File: src/rtl/pipe_regfile_if.sv
// Bus between decode/write-back/hazard logic (master) and the register file (slave).
// Carries read ports, the write-back port, issue/flush and the busy flags.
interface pipe_regfile_if #(
    parameter int DATA_W = 32,
    parameter int ADDR_W = 5,
    parameter int NUM_RD = 2
);
    logic [NUM_RD*ADDR_W-1:0] rd_addr;
    logic [NUM_RD*DATA_W-1:0] rd_data;
    logic [NUM_RD-1:0]        rd_busy;
    logic                     wr_en;
    logic [ADDR_W-1:0]        wr_addr;
    logic [DATA_W-1:0]        wr_data;
    logic                     iss_en;
    logic [ADDR_W-1:0]        iss_addr;
    logic                     flush;
    logic                     any_busy;

    modport master (
        output rd_addr, wr_en, wr_addr, wr_data, iss_en, iss_addr, flush,
        input  rd_data, rd_busy, any_busy
    );

    modport slave (
        input  rd_addr, wr_en, wr_addr, wr_data, iss_en, iss_addr, flush,
        output rd_data, rd_busy, any_busy
    );
endinterface

File: src/rtl/pipe_regfile.sv
// Register file with combinational read ports, one write-back port, optional
// write-to-read bypass and a per-register busy scoreboard for hazard stalls.
module pipe_regfile #(
    parameter int DATA_W = 32,
    parameter int ADDR_W = 5,
    parameter int NUM_RD = 2,
    parameter int BYPASS = 1
) (
    input  logic          clk,
    input  logic          rst,
    pipe_regfile_if.slave bus
);
    localparam int DEPTH = 1 << ADDR_W;

    logic [DATA_W-1:0] regs_q [DEPTH];
    logic [DATA_W-1:0] regs_d [DEPTH];
    logic [DEPTH-1:0]  busy_q;
    logic [DEPTH-1:0]  busy_d;

    logic [NUM_RD*DATA_W-1:0] rd_data_c;
    logic [NUM_RD-1:0]        rd_busy_c;
    logic [ADDR_W-1:0]        rd_a;
    logic                     wr_live;
    logic                     iss_live;

    assign wr_live  = bus.wr_en  && (bus.wr_addr  != '0);
    assign iss_live = bus.iss_en && (bus.iss_addr != '0);

    // Entry 0 is held at zero so it collapses to a constant.
    always_comb begin
        regs_d = regs_q;
        if (wr_live) begin
            regs_d[bus.wr_addr] = bus.wr_data;
        end
        regs_d[0] = '0;
    end

    // Flush beats issue; a same-cycle issue to the write-back target keeps busy set.
    always_comb begin
        busy_d = busy_q;
        if (bus.flush) begin
            busy_d = '0;
        end else if (iss_live) begin
            busy_d[bus.iss_addr] = 1'b1;
        end
        if (wr_live && !(bus.iss_en && (bus.iss_addr == bus.wr_addr))) begin
            busy_d[bus.wr_addr] = 1'b0;
        end
        busy_d[0] = 1'b0;
    end

    always_ff @(posedge clk or posedge rst) begin
        if (rst) begin
            for (int i = 0; i < DEPTH; i++) begin
                regs_q[i] <= '0;
            end
            busy_q <= '0;
        end else begin
            regs_q <= regs_d;
            busy_q <= busy_d;
        end
    end

    // Bypass is masked during reset so reads return zero while rst is high.
    always_comb begin
        rd_data_c = '0;
        rd_busy_c = '0;
        rd_a      = '0;
        for (int k = 0; k < NUM_RD; k++) begin
            rd_a = bus.rd_addr[k*ADDR_W +: ADDR_W];
            if (rd_a == '0) begin
                rd_data_c[k*DATA_W +: DATA_W] = '0;
                rd_busy_c[k]                  = 1'b0;
            end else if ((BYPASS != 0) && !rst && bus.wr_en && (bus.wr_addr == rd_a)) begin
                rd_data_c[k*DATA_W +: DATA_W] = bus.wr_data;
                rd_busy_c[k]                  = 1'b0;
            end else begin
                rd_data_c[k*DATA_W +: DATA_W] = regs_q[rd_a];
                rd_busy_c[k]                  = busy_q[rd_a];
            end
        end
    end

    assign bus.rd_data  = rd_data_c;
    assign bus.rd_busy  = rd_busy_c;
    assign bus.any_busy = |busy_q;
endmodule

File: src/flat_wrapper.sv
// flat-port wrapper written by rule: the top's interface ports become plain ports
module pipe_regfile_flat 
#(
    parameter int DATA_W = 32,
    parameter int ADDR_W = 5,
    parameter int NUM_RD = 2,
    parameter int BYPASS = 1
)
  (clk, rst, bus_rd_addr, bus_wr_en, bus_wr_addr, bus_wr_data, bus_iss_en, bus_iss_addr, bus_flush, bus_rd_data, bus_rd_busy, bus_any_busy);
  pipe_regfile_if #(.DATA_W(DATA_W), .ADDR_W(ADDR_W), .NUM_RD(NUM_RD)) bus_i ();
  input  logic clk;
  input  logic rst;
  input wire logic [$bits(bus_i.rd_addr)-1:0] bus_rd_addr;
  input wire logic [$bits(bus_i.wr_en)-1:0] bus_wr_en;
  input wire logic [$bits(bus_i.wr_addr)-1:0] bus_wr_addr;
  input wire logic [$bits(bus_i.wr_data)-1:0] bus_wr_data;
  input wire logic [$bits(bus_i.iss_en)-1:0] bus_iss_en;
  input wire logic [$bits(bus_i.iss_addr)-1:0] bus_iss_addr;
  input wire logic [$bits(bus_i.flush)-1:0] bus_flush;
  output wire logic [$bits(bus_i.rd_data)-1:0] bus_rd_data;
  output wire logic [$bits(bus_i.rd_busy)-1:0] bus_rd_busy;
  output wire logic [$bits(bus_i.any_busy)-1:0] bus_any_busy;
  assign bus_i.rd_addr = bus_rd_addr;
  assign bus_i.wr_en = bus_wr_en;
  assign bus_i.wr_addr = bus_wr_addr;
  assign bus_i.wr_data = bus_wr_data;
  assign bus_i.iss_en = bus_iss_en;
  assign bus_i.iss_addr = bus_iss_addr;
  assign bus_i.flush = bus_flush;
  assign bus_rd_data = bus_i.rd_data;
  assign bus_rd_busy = bus_i.rd_busy;
  assign bus_any_busy = bus_i.any_busy;
  pipe_regfile #(.DATA_W(DATA_W), .ADDR_W(ADDR_W), .NUM_RD(NUM_RD), .BYPASS(BYPASS)) u_core (.clk(clk), .rst(rst), .bus(bus_i));
endmodule
File: config.mk
export PLATFORM = sky130hd
export DESIGN_NAME = pipe_regfile_flat
export DESIGN_NICKNAME = d
export VERILOG_FILES = /design/src/rtl/pipe_regfile_if.sv /design/src/rtl/pipe_regfile.sv /design/src/flat_wrapper.sv
export SDC_FILE = /design/constraint.sdc
export NUM_CORES = 2
export LEC_CHECK = 0
export BUFFER_PORTS_ARGS = -buffer_cell sky130_fd_sc_hd__buf_2
export CORE_ASPECT_RATIO = 1.4
export CORE_MARGIN = 2
export CORE_UTILIZATION = 41
export DETAILED_ROUTE_END_ITERATION = 8
export HOLD_SLACK_MARGIN = 0.05
export PLACE_DENSITY = 0.67
export SETUP_SLACK_MARGIN = 0.1
export SLEW_MARGIN = 20
export SYNTH_ARGS = -nofsm -noshare
export SYNTH_HDL_FRONTEND = slang
export SYNTH_SLANG_ARGS = --single-unit
File: constraint.sdc
create_clock -name clk -period 66.3 [get_ports clk]
set_clock_uncertainty 0.05 [all_clocks]
set_input_delay 19.89 -clock clk [delete_from_list [all_inputs] [get_ports clk]]
set_output_delay 19.89 -clock clk [all_outputs]
set_load 0.02 [all_outputs]
==> reports/qor.yml <==
clock_network:
  cts_hold_buffers: 0
  cts_resized: 0
  h-tree-depth: 3
  cts_made_buffers: 99
  root_buffer: "clkbuf_16"
  clk_latency_ps: 710
  clock_path_buffers: 3
  postCtsSetupRepairBufs: 0
  cts_sinks: 1023
  cts_tree: "built"
  clkTransAtPathRegs_ps: 60
power_and_ir_drop:
  p_sw_mw: 0.505
  ir_drop_v: 0.0000245
  clock_power_share: 0.335
  p_comb_frac: 0.211
  p_int_mw: 1.33
  p_sw_frac: 0.275
  p_leak_nw: 26.0
  seq_power_share: 0.454
  power.density_nw_per_um2: 30.0
place:
  gp_congestion: 0.851
  portBuffers: 123
  dpl_cell_area_um2: 57700
  dpl.hpwl_um: 105000
critical_path:
  crit_required_ps: 46360
  worst_r2r_path_depth: 2
  crit_top_cell: "buf_4"
  cp_slowest_cell: "buf_4"
  worstPathMaxFanout: 74
  worstPathArrival_ps: 24270
  cp-end-kind: "output port"
  critPathMaxStageDelay_ps: 830
  cp-start-kind: "primary input"
  worstPathCellList: "buf_8 > buf_4 > buf_4 > nor2b_4 > buf_4 > a22o_1 > mux4_2 > nand3_1 > o21ai_1 > buf_2"
  path_class: "in2out"
sta:
  finalMaxSlewViolations: 0
  setup_tns_ps: 0
  maxSlewHeadroom: 0.204
  rsz0062_at_grt: "false"
  setup_violations: 0
  worst-slew-pin-transition_ps: 1190
  fin_crit_ps: 44210
  hold_viol: 0
  max_freq_mhz: 22.6
  fin_crit_sh: 0.667
yosys:
  avgSynthCellArea_um2: 14.7
  netlist_instances: 3778
  synth_nets: 3835
  ys_ff_latch: 1023
  ys_warn_count: 0
  ys_seq_area_frac: 0.461
  syn_area_um2: 55500
  synth_edf_count: 0
  synth-async-reset-ratio: 1.00
  synthDistinctLibCells: 54
  synthFlopType: "dfrtp_1"
finish:
  nFillCells: 11803
  mostFrequentLayoutCells: "mux2_2, dfrtp_1, mux4_2"
  area_growth_pct: 10.2
  final_common_cell: "mux2_2"
  nets: 3735
  regArea_um2: 25600
  drive_gt1_frac: 0.532
  multi_input_area_um2: 28400
  design_area_um2: 61100
routing:
  routedWlPerCell_um: 32.5
  drt_iter0_drc: 3607
  drt-pass1-iter-count: 7
  ant_nets: 0
  drc: 0
  via_per_inst: 6.61
  wirelength_um: 180000
  vias: 36546
grt:
  grt_max_degree: 176
  gr-total-overflow: 0
  grt_pass1_vias: 37607
  grt_pass1_wl_um: 263000
  grt_use_total: 0.260
  antenna_found_initial: 20
floorplanning:
  num_rows: 159
  start_util: 0.413
  fp.dieW_um: 315
  dieHeight_um: 439
  ios: 124
  core_area_um2: 134000
  floorplan.die_area_um2: 138000
worst_hold_path:
  hp-class: "reg2reg"
  whs_path_depth: 1
outcome:
  outcome: "finished clean"
flow_run:
  maxCapViolations: 0
state kept, by name, summed over array words and instances (netlist names):
| register | flops |
|---|---|
| u_core.regs_q | 992 |
| u_core.busy_q | 31 |
worst max-delay path, delay by kind of cell:
family | cells | cell delay [ps]
AO/OA/AOI/OAI | 2 | 570
buffers and inverters | 5 | 2790
multiplexers | 1 | 440
AND/OR/NAND/NOR | 2 | 400
logic make-up (layout without fill, tap and decap cells):
logic type	Yosys count	count (layout)	share of synthesized area
buffers and inverters	422	397	0.0322
other	0	3	0
xor gates and xnor gates	15	15	0.00237
DFF	1023	1023	0.461
AOI/OAI and AO/OA	346	346	0.0485
and+or+nand+nor	371	371	0.0328
muxes	1601	1601	0.423
final timing paths:
check	startpoint	to	slack, ps
worst min-delay path	u_core.regs_q[655]	u_core.regs_q[655]	470
worst max register to register	u_core.busy_q[17]	u_core.busy_q[17]	65310
worst min register to register	u_core.regs_q[655]	u_core.regs_q[655]	470
worst max-delay path	bus_rd_addr[5]	bus_rd_busy[1]	22090
min in group asynchronous	rst	u_core.busy_q[26]	19330
max in group asynchronous	rst	u_core.regs_q[278]	43510
power by group through the flow:
| stage | registers (mW) | clock network [mW] | logic, mW |
|---|---|---|---|
| after floorplan | 0.810 | 0 | 0.310 |
| after global placement | 0.831 | 0 | 0.378 |
| after detailed placement | 0.839 | 0 | 0.387 |
| after CTS | 0.828 | 0.623 | 0.388 |
| after global routing | 0.846 | 0.647 | 0.412 |
| final | 0.832 | 0.615 | 0.387 |
per-layer routing:
layer / track usage / routed length, um / up-vias
met1: 0.321 / 66700 / 19811
met2: 0.434 / 88900 / 1669
met5: 0 / 176 / -
met3: 0.0522 / 13900 / 542
met4: 0.131 / 10100 / 28
li1: - / - / 14496
area by class of cell:
cell class | count | area share
tap | 1771 | 0.0362
clock inverter | 36 | 0.00949
sequential | 1023 | 0.419
multi-input combinational | 2333 | 0.464
clock buffer | 140 | 0.0473
inverter | 7 | 0.000593
timing repair buffer | 214 | 0.0238
antenna | 3 | 0.000123
per-stage QoR:
stage	utilization	std cells	hold WS (ps)	total power [mW]	setup slack, ps
6_report	0.455	5527	473	1.83	22090
5_1_grt	0.455	5524	483	1.90	21850
4_1_cts	0.455	5524	474	1.84	22050
3_5_place_dp	0.429	5348	459	1.23	22050
3_3_place_gp	0.429	5345	449	1.21	22100
2_1_floorplan	-	3778	441	1.12	17570
synthesized netlist by cell type (4+ instances only):
cell type / n / share of area
nor2b_1: 36 / 0.0041
nand2_1: 74 / 0.0050
nor3b_1: 5 / 0.00068
mux2i_1: 34 / 0.0061
nand2b_1: 6 / 0.00068
clkbuf_1: 229 / 0.015
inv_1: 5 / 0.00034
o21ai_1: 7 / 0.00063
a221o_1: 22 / 0.0040
nand3_1: 24 / 0.0022
o221ai_1: 17 / 0.0027
mux2_2: 1080 / 0.22
nor4_1: 11 / 0.0012
buf_1: 77 / 0.0052
buf_2: 97 / 0.0087
xnor2_1: 8 / 0.0013
a311oi_1: 15 / 0.0024
a21oi_1: 33 / 0.0030
a211oi_1: 33 / 0.0045
o21ai_0: 6 / 0.00054
nor2_1: 113 / 0.0076
a211o_1: 25 / 0.0039
and3_1: 36 / 0.0041
o22ai_1: 4 / 0.00045
o31ai_1: 32 / 0.0043
nor3_1: 41 / 0.0037
a22o_1: 17 / 0.0027
xor2_1: 7 / 0.0011
o211ai_1: 12 / 0.0016
a221oi_1: 63 / 0.0099
a22oi_1: 41 / 0.0055
mux4_2: 487 / 0.20
buf_6: 9 / 0.0018
a31oi_1: 14 / 0.0016
dfrtp_1: 1023 / 0.46
No activity file was read; power rests on OpenSTA's default activity.
